[config.mk]
export PLATFORM = sky130hd
export DESIGN_NAME = spi_frame_reader
export DESIGN_NICKNAME = d
export VERILOG_FILES = /design/src/rtl/spi_mon_pkg.sv /design/src/rtl/spi_frame_reader.sv
export SDC_FILE = /design/constraint.sdc
export NUM_CORES = 1
export LEC_CHECK = 0
export ABC_AREA = 1
export CORE_ASPECT_RATIO = 1.25
export CORE_MARGIN = 1
export CORE_UTILIZATION = 50
export DETAILED_ROUTE_END_ITERATION = 10
export PLACE_DENSITY = 0.84
export SETUP_SLACK_MARGIN = 0.3
export SLEW_MARGIN = 10
export SYNTH_ARGS = -nofsm -noshare
export SYNTH_HDL_FRONTEND = slang
export SYNTH_SLANG_ARGS = --single-unit
export TNS_END_PERCENT = 100
[constraint.sdc]
create_clock -name clk -period 6.8 [get_ports clk]
set_clock_uncertainty 0.2 [all_clocks]
set_input_delay 2.04 -clock clk [delete_from_list [all_inputs] [get_ports clk]]
set_output_delay 2.04 -clock clk [all_outputs]
set_load 0.1 [all_outputs]
[src/rtl/spi_mon_pkg.sv]
// Shared constants for the SPI monitor capture path: frame start marker, frame length and the
// frame reader's state encoding. The capture-side writer uses the same START_CHAR.
package spi_mon_pkg;

  // Marker byte that opens every capture frame
  localparam logic [7:0] START_CHAR = 8'h20;

  // Start char plus 8 payload bytes (4 x spi_do, 4 x spi_di)
  localparam int unsigned FRAME_BYTES = 9;
  localparam int unsigned DATA_BYTES  = FRAME_BYTES - 1;

  // Reader FSM encoding; *Req states may pop, *Chk/*Cap states consume the popped byte
  localparam logic [2:0] RdHuntReq = 3'd0;
  localparam logic [2:0] RdHuntChk = 3'd1;
  localparam logic [2:0] RdByteReq = 3'd2;
  localparam logic [2:0] RdByteCap = 3'd3;
  localparam logic [2:0] RdPresent = 3'd4;

endpackage

[src/rtl/spi_frame_reader.sv]
// Consumer side of the SPI monitor capture FIFO. Hunts for the start char, assembles the next
// 8 bytes into {spi_do, spi_di} words and offers them on a valid/ready interface. Frames that
// stall mid-way are dropped and the reader re-synchronises on the next start char.
// Optional build macro: SPI_FRAME_STATS_EN adds frameCount/errCount statistics ports.
module spi_frame_reader
  import spi_mon_pkg::*;
#(
  parameter logic [7:0]  StartChar  = START_CHAR,
  parameter int unsigned TimeoutCyc = 1024,
  parameter int unsigned ToWidth    = 11
) (
  input  logic        clk,
  input  logic        rst,
  input  logic [7:0]  fifoDataOut,
  input  logic        fifoEmpty,
  output logic        fifoREn,
  output logic        frameValid,
  input  logic        frameReady,
  output logic [31:0] frameDo,
  output logic [31:0] frameDi,
  output logic        syncErr
`ifdef SPI_FRAME_STATS_EN
  ,
  output logic [15:0] frameCount,
  output logic [15:0] errCount
`endif
);

  localparam logic [ToWidth-1:0] ToLast  = ToWidth'(TimeoutCyc - 1);
  localparam logic [2:0]         LastIdx = 3'(DATA_BYTES - 1);

  logic [2:0]         state_q, state_d;
  logic [2:0]         idx_q, idx_d;
  logic [ToWidth-1:0] to_q, to_d;
  // Holds the first 7 payload bytes; the 8th is merged straight into the output words
  logic [55:0]        shift_q, shift_d;
  logic [31:0]        do_q, do_d;
  logic [31:0]        di_q, di_d;
  logic               valid_q, valid_d;
  logic               err_q, err_d;
  logic               ren;

  // Next-state decode: hunt, request/capture payload bytes, then hold the frame until taken
  always_comb begin
    state_d = state_q;
    idx_d   = idx_q;
    to_d    = to_q;
    shift_d = shift_q;
    do_d    = do_q;
    di_d    = di_q;
    valid_d = valid_q;
    err_d   = 1'b0;
    ren     = 1'b0;
    case (state_q)
      RdHuntReq: begin
        if (!fifoEmpty) begin
          ren     = 1'b1;
          state_d = RdHuntChk;
        end
      end
      RdHuntChk: begin
        if (fifoDataOut == StartChar) begin
          idx_d   = '0;
          to_d    = '0;
          state_d = RdByteReq;
        end else begin
          err_d   = 1'b1;
          state_d = RdHuntReq;
        end
      end
      RdByteReq: begin
        if (!fifoEmpty) begin
          ren     = 1'b1;
          to_d    = '0;
          state_d = RdByteCap;
        end else if (to_q == ToLast) begin
          // Writer stalled mid-frame: drop the partial frame and hunt again
          err_d   = 1'b1;
          to_d    = '0;
          state_d = RdHuntReq;
        end else begin
          to_d = to_q + 1'b1;
        end
      end
      RdByteCap: begin
        shift_d = {shift_q[47:0], fifoDataOut};
        if (idx_q == LastIdx) begin
          do_d    = shift_q[55:24];
          di_d    = {shift_q[23:0], fifoDataOut};
          valid_d = 1'b1;
          idx_d   = '0;
          state_d = RdPresent;
        end else begin
          idx_d   = idx_q + 3'd1;
          state_d = RdByteReq;
        end
      end
      RdPresent: begin
        if (frameReady) begin
          valid_d = 1'b0;
          state_d = RdHuntReq;
        end
      end
      default: begin
        state_d = RdHuntReq;
      end
    endcase
  end

  // State and output registers, cleared asynchronously
  always_ff @(posedge clk or posedge rst) begin
    if (rst) begin
      state_q <= RdHuntReq;
      idx_q   <= '0;
      to_q    <= '0;
      shift_q <= '0;
      do_q    <= '0;
      di_q    <= '0;
      valid_q <= 1'b0;
      err_q   <= 1'b0;
    end else begin
      state_q <= state_d;
      idx_q   <= idx_d;
      to_q    <= to_d;
      shift_q <= shift_d;
      do_q    <= do_d;
      di_q    <= di_d;
      valid_q <= valid_d;
      err_q   <= err_d;
    end
  end

  // Pop strobe is decoded from state; masked by rst so every output is low while in reset
  assign fifoREn    = ren & ~rst;
  assign frameValid = valid_q;
  assign frameDo    = do_q;
  assign frameDi    = di_q;
  assign syncErr    = err_q;

`ifdef SPI_FRAME_STATS_EN
  logic [15:0] frame_cnt_q;
  logic [15:0] err_cnt_q;

  // Free-running wrap-around counters of delivered frames and sync errors
  always_ff @(posedge clk or posedge rst) begin
    if (rst) begin
      frame_cnt_q <= '0;
      err_cnt_q   <= '0;
    end else begin
      if (valid_q && frameReady) frame_cnt_q <= frame_cnt_q + 16'd1;
      if (err_q)                 err_cnt_q   <= err_cnt_q + 16'd1;
    end
  end

  assign frameCount = frame_cnt_q;
  assign errCount   = err_cnt_q;
`endif

endmodule

Word level (Yosys, flattened, before mapping):

Index checks and enable logic that the tools add are counted.

* register bits after elaboration: 139
* input port bits: 12
* word-level logic and storage cells: 57

* add/subtract/negate cells: 2
* equal/unequal tests: 12
* mux-type cells: 23
* bitwise operators: 2
* reductions and logical operators: 10

Operator list (count)
* 2-to-1 mux 11 bit: 3
* case mux 11 bit (2 select lines): 1
* 2-to-1 mux 3 bit: 7
* case mux 3 bit (5 select lines): 1
* adder 11 x 1 -> 11 bit (second input constant): 1
* equality test 11 x 10 -> 1 bit (second input constant): 1
* equality test 8 x 6 -> 1 bit (second input constant): 1
* != test 2 bit (second input constant): 4
* 2-to-1 mux 1 bit: 7
* equality test 3 x 2 -> 1 bit (second input constant): 2
* equality test 3 bit (second input constant): 2
* case mux 3 bit (2 select lines): 1
* AND reduction 2 bit: 3
* AND reduction 3 bit: 2
* nonzero test 2 bit: 3
* case mux 1 bit (2 select lines): 2
* adder 3 x 1 -> 3 bit (second input constant): 1
* equality test 3 x 1 -> 1 bit (second input constant): 1
* zero test 3 bit: 1
* != test 3 bit (second input constant): 1
* 2-to-1 mux 2 bit: 1
* OR reduction 2 bit: 1
* bitwise AND 1 bit: 1
* NOT 1 bit: 1

Logic depth before layout (Yosys ltp):

Gate-level depths: netlist (run 1).

* word-level depth: 4
* gate-level depth with buffers: 8
* depth with buffers taken out: 8

Worst setup path before layout (run 1):

Ideal clock, no wire load.

* path type: input port to output port
* start point: input port fifoEmpty
* end point: output port fifoREn
* arrival time: 4316 ps
* data required time: 4560 ps
* path slack: 244 ps
* stages: 2
* cell sequence: clkbuf_1 nor3_1

* cells in the longest elaborated chain, start to end: 3

Ends and longest elaborated chain
* from (decl): RTL line spi_frame_reader.sv:15 `input logic fifoEmpty,`
* 2-to-1 mux 1 bit: RTL line spi_frame_reader.sv:56, spi_frame_reader.sv:72
* 2-to-1 mux 1 bit
* bitwise AND 1 bit: RTL line spi_frame_reader.sv:134 `assign fifoREn = ren & ~rst;`
* to (decl): RTL line spi_frame_reader.sv:16 `output logic fifoREn,`

No other way between the ends.

Worst setup path in the final report (run 1):

Same ends and word-level chain as after synthesis.

==> results of run 1 <==
-- Yosys cell counts (all sizes together) --
| master | count |
|---|---|
| ha | 3 |
| xor2 | 2 |
| o31ai | 1 |
| mux2 | 11 |
| inv | 74 |
| dfrtp | 139 |
| nand3 | 19 |
| nand2 | 142 |
| buf | 8 |
| a21oi | 3 |
| nor3 | 6 |
| o22ai | 2 |
| clkbuf | 20 |
| nand4 | 4 |
| xnor2 | 1 |
| nor2 | 14 |
| o21ai | 119 |
| nand3b | 1 |
-- where the power goes --
| group | switching, mW | total [mW] | internal (mW) |
|---|---|---|---|
| sequential | 0.0206 | 0.877 | 0.856 |
| combinational | 0.138 | 0.181 | 0.0432 |
| clock | 0.338 | 1.01 | 0.668 |
| total | 0.496 | 2.06 | 1.57 |
-- per-layer routing --
metal  vias up  track usage
li1       1957            -
met1      2014        0.280
met2       133        0.350
met3        43       0.0760
met4         0        0.103
met5         -            0
-- logic make-up after synthesis --
| kind of cell | count (synthesis) |
|---|---|
| AND/OR/NAND/NOR | 186 |
| flip-flops | 139 |
| AO/OA/AOI/OAI | 125 |
| buffers and inverters | 102 |
| multiplexers | 11 |
| XOR/XNOR | 3 |
| adder cells (fa/ha/maj) | 3 |
-- stage by stage --
stage	instances	power (mW)
2_1_floorplan	569	1.02
3_3_place_gp	753	1.06
3_5_place_dp	753	1.07
4_1_cts	785	2.08
5_1_grt	785	2.13
6_report	785	2.06
-- state kept, by name, indices dropped and copies added (netlist names) --
signal,count
syncErr,1
idx_q,3
to_q,11
frameValid,1
frameDi,32
frameDo,32
state_q,3
shift_q,56
-- worst reg2reg max path, delay by kind of cell (launching register included) --
kind	cells	cell delay, ps
buffers and inverters	2	730
flip-flops	1	400
AND/OR/NAND/NOR	2	980
multiplexers	1	630
-- cell type report --
class / instances / area, sq um / area share
clock buffers: 20 / 457 / 0.0653
clock inverters: 12 / 194 / 0.0277
inverters: 74 / 283 / 0.0405
multi-input cells: 328 / 1620 / 0.232
flip-flops and latches: 139 / 3480 / 0.498
well taps: 132 / 165 / 0.0236
repair buffers: 80 / 793 / 0.113
-- path summary, 6_finish.rpt --
path,start,end,slack (ps)
max,fifoEmpty,fifoREn,1350
min,shift_q[38],shift_q[46],280
max reg2reg,state_q[0],frameDo[24],3720
min reg2reg,shift_q[38],shift_q[46],280
max in group asynchronous,rst,frameDi[11],3320
min in group asynchronous,rst,state_q[0],2030
==> metrics.md, run 1 <==
| Metric | Value |
|---|---|
| Reg2Reg Depth | `5` |
| Wire per inst | `roughly 15 microns` |
| Post-synthesis mux area share | `0.0287` |
| Worst setup SP type | `primary input` |
| Fillers | `811` |
| WL met1 | `4940 microns` |
| Layout cells sized above 1 | `0.0735` |
| CP peak stage delay | `about 600 ps` |
| Die Span Y | `119 microns` |
| Crit path buf inv count | `2` |
| DP Area | `about 6300 sq um` |
| Hold Path Class | `register to register` |
| Initial drt markers | `299` |
| Nets | `about 660` |
| Max Cap Viol | `0` |
| Max IR drop VDD | `about 220 uV` |
| Core area | `10,600 sq um` |
| #FFs+latches synth | `139` |
| DRT Pass-1 Iters | `4` |
| Final hold viol count | `0` |
| Worst hold path cell count | `2` |
| Remaining antenna violation count | `0` |
| First-pass GRT wire length | `19,400 microns` |
| Clock Latency Late Sink | `410 ps` |
| Clock Path Buffers | `2` |
| Leakage | `approximately 3.2 nW` |
| Die area | `11,400 sq um` |
| GPL Wtd Cong | `approximately 0.83` |
| Status | `completed` |
| Post-CTS Setup Bufs | `0` |
| Post-Synth Simple-Gate Area | `0.138` |
| Fin crit share | `0.802` |
| Largest net degree at the start of global routing | `120` |
| Top cell family by delay on the critical path | `buffers and inverters` |
| Commonest cells after routing, fill and taps aside | `nand2_1 (141), dfrtp_1 (139), o21ai_0 (108)` |
| Combinational family with the most area after synthesis | `simple AND/OR/NAND/NOR gates` |
| Total Routed Length | `between 10,000 and 15,000 microns` |
| Initial antenna violation count | `0` |
| WP data arrival | `approximately 3200 ps` |
| Top routing layer used | `met4` |
| Clock transition at path regs | `around 50 ps` |
| Met2 wire len | `between 5000 and 6000 microns` |
| Adder-Cell Fraction of Synth Area | `0.00683` |
| Fmax | `approximately 180 MHz` |
| Synth top area cells | `dfrtp_1 (63%), o21ai_0 (9.8%), nand2_1 (9.6%)` |
| Util after Layout | `0.658` |
| Ys Warns | `0` |
| Total GRT Usage | `0.225` |
| Synth-to-layout area growth | `27.2%` |
| Vias in the first global route | `between 4,000 and 5,000` |
| # hold bufs at CTS | `0` |
| Ports | `79` |
| Max_slew headroom | `0.232` |
| Endpoint type of the worst setup path | `output port` |
| Syn nets | `around 580` |
| Final setup violation count | `0` |
| Setup TNS | `0 ps` |
| DP Worst Slack | `1400 ps` |
| H-tree levels | `4` |
| CTS Buf Count | `17` |
| DRC | `0` |
| Post-detailed-route via-to-cell ratio | `around 5.3` |
| Root buf cell | `clkbuf_16` |
| Setup ws final | `1350 ps` |
| Yosys top cell area share | `0.633` |
| Effective utilization at floorplan | `0.517` |
| CP Class | `primary input to output port` |
| Port bufs | `between 70 and 80` |
| Synth area leader | `dfrtp_1` |
| Most common cell after layout, fill and taps aside | `nand2_1` |
| CP Depth | `3` |
| Synth Area in Compound Gates | `0.115` |
| Mapped Cells | `roughly 570` |
| Clock Sink Count | `between 100 and 150` |
| Unrepaired setup endpoints after global routing | `no` |
| Post-layout minimum cycle time | `approximately 5500 ps` |
| Crit path max fanout | `10` |
| Design area | `roughly 7000 sq um` |
| Seq/Total Area, Yosys | `0.633` |
| Crit-path cells | `clkdlybuf4s50_1 > nor3_2 > buf_4` |
| Die width | `95.7 microns` |
| CP max stage cell | `clkdlybuf4s50_1` |
| Xor/xnor share of the synthesized area | `0.00478` |
| Hpwl dp | `just over 7000 microns` |
| Worst-margin pin slew | `roughly 1200 ps` |
| Avg Inst Size Synth | `9.65 sq um` |
| Final hold slack | `278 ps` |
| Worst Path Required | `4560 ps` |
| Post-Syn Area | `roughly 5500 sq um` |
| Post-synth cell types | `24` |
| PostCTS Resize Cnt | `0` |
| DR WL met3 | `between 500 and 600 microns` |
| Num rows | `42` |
| Antenna cell count | `0` |
| CTS tree | `yes` |
| Power Density | `295 nW/um^2` |
| Fin. max-slew vios | `0` |
| Global route overflow | `0` |
| Via count | `4,147` |
Note: power is estimated with default switching activity, not from simulation.
==> run 2, diff against run 1 <==
clock period = 5.4 ns   (was 6.8 ns; I/O delays follow)
==> run 2 against run 1 <==
  * Critical path depth unchanged
  * Largest cell class unchanged
  * Count of clock-buffer cells in the layout unchanged
  * Flip-flop and latch count unchanged
  * Combinational power is 26% higher
  * Design area rose by 0.23%
==> metrics.md, run 2 (same netlist as run 1, synthesis figures left out) <==
| Metric | Value |
|---|---|
| Synth-to-layout area growth | `27.5%` |
| Wire per inst | `approximately 15 microns` |
| Reg-to-reg critical path startpoint | `state_q[2]` |
| Sink of the worst hold path | `frameDi[12]` |
| H-tree levels | `4` |
| # hold bufs at CTS | `0` |
| Unrepaired setup endpoints after global routing | `no` |
| Met1 Track Usage GR | `0.278` |
| Layout cells sized above 1 | `0.0765` |
| Status | `completed` |
| Endpoint type of the worst setup path | `output port` |
| Initial drt markers | `between 300 and 400` |
| Commonest cells after routing, fill and taps aside | `nand2_1 (141), dfrtp_1 (139), o21ai_0 (108)` |
| Post-detailed-route via-to-cell ratio | `around 5` |
| CTS Buf Count | `17` |
| Hold Path Class | `register to register` |
| Clock transition at path regs | `~60 ps` |
| Worst hold path cell count | `2` |
| Leakage | `around 3.2 nW` |
| Post-layout minimum cycle time | `around 4600 ps` |
| Global Route met3 Usage | `0.0517` |
| WP data arrival | `~2700 ps` |
| Fmax | `220 MHz` |
| First-pass GRT wire length | `18,800 microns` |
| DRC | `0` |
| Reg2Reg Depth | `6` |
| Util after Layout | `0.660` |
| PostCTS Resize Cnt | `0` |
| Largest net degree at the start of global routing | `140` |
| Max Cap Viol | `0` |
| CTS tree | `yes` |
| Die width | `approximately 96 microns` |
| Initial antenna violation count | `0` |
| Power Density | `366 nW/um^2` |
| Num rows | `42` |
| Fin. max-slew vios | `0` |
| Critical R2R Capture | `idx_q[0]` |
| Clock Sink Count | `approximately 140` |
| Final setup violation count | `0` |
| Max IR drop VDD | `between 200 and 300 uV` |
| Clock Latency Late Sink | `roughly 420 ps` |
| Final hold viol count | `0` |
| Met2 Track Usage GR | `0.353` |
| Port bufs | `between 70 and 80` |
| GPL Wtd Cong | `about 0.80` |
| Setup TNS | `0 ps` |
| Ports | `79` |
| Most common cell after layout, fill and taps aside | `nand2_1` |
| Hpwl dp | `7240 microns` |
| Fin crit share | `0.844` |
| Worst Path Required | `approximately 3600 ps` |
| Core area | `approximately 11,000 sq um` |
| Remaining antenna violation count | `0` |
| Die area | `11,400 sq um` |
| Via count | `4,014` |
| Largest register FFs | `56` |
| Nets | `approximately 660` |
| Max_slew headroom | `0.326` |
| CP Class | `primary input to output port` |
| Root buf cell | `clkbuf_16` |
| Effective utilization at floorplan | `0.517` |
| Total GRT Usage | `0.220` |
| Grt peak-use layer | `met2` |
| Total Routed Length | `11,500 microns` |
| Total power | `around 2.6 mW` |
| Antenna cell count | `0` |
| Post-CTS Setup Bufs | `0` |
| DRT Pass-1 Iters | `4` |
| Hold path start | `frameDi[12]` |
| Worst setup SP type | `primary input` |
| Die Span Y | `about 120 microns` |
| Biggest register | `shift_q` |
| Reg2reg setup slack | `2730 ps` |
| Clock Path Buffers | `2` |
| Crit path max fanout | `10` |
| Global route overflow | `0` |
| Worst-margin pin slew | `just over 1000 ps` |
| Vias in the first global route | `3,909` |
==> run 2: cell types whose count changed in the layout (fill, tap and decap cells not counted), sizes merged <==
cell,delta
buf,+1
bufinv,-1
clkinv,+1
clkinvlp,+1
inv,-1
==> run 2: report_power, final <==
group          switching (mW)  internal [mW]
Sequential             0.0254           1.08
Clock                   0.425          0.805
Combinational           0.172         0.0565
Total                   0.622           1.94
==> run 2: cell type report <==
type                       count  area (sq um)
timing repair buffer          81           826
tap                          132           165
sequential                   139          3480
clock inverter                12           169
clock buffer                  20           467
fill                         809          3610
inverter                      74           282
multi-input combinational    328          1620
==> run 2: how the worst max path moves through the flow <==
stage / start / to / slack (ps) / depth (start not counted)
floorplan: fifoEmpty / fifoREn / 530 / 2
global placement: fifoEmpty / fifoREn / 860 / 3
detailed placement: fifoEmpty / fifoREn / 840 / 3
CTS: fifoEmpty / fifoREn / 840 / 3
global route: fifoEmpty / fifoREn / 800 / 3
finish: fifoEmpty / fifoREn / 840 / 3
==> run 2: stage by stage <==
step / setup slack [ps] / hold WS [ps] / std cells / area, sq um
3_3_place_gp: 861 / 257 / 754 / 6370
3_5_place_dp: 839 / 265 / 754 / 6370
6_report: 845 / 281 / 786 / 7010
5_1_grt: 798 / 298 / 786 / 7010
4_1_cts: 837 / 278 / 786 / 7010
2_1_floorplan: 528 / 246 / 569 / 5500
==> run 2: worst max-delay path, cell delays in order <==
cell and delay (ps):
clkdlybuf4s50_1 580, nor3_2 320, buf_12 210
==> run 2: metal layers <==
| metal | routed length, microns | vias up |
|---|---|---|
| li1 | - | 1950 |
| met1 | 4890 | 1944 |
| met2 | 5860 | 92 |
| met4 | 326 | 0 |
| met5 | 0 | - |
| met3 | 456 | 28 |
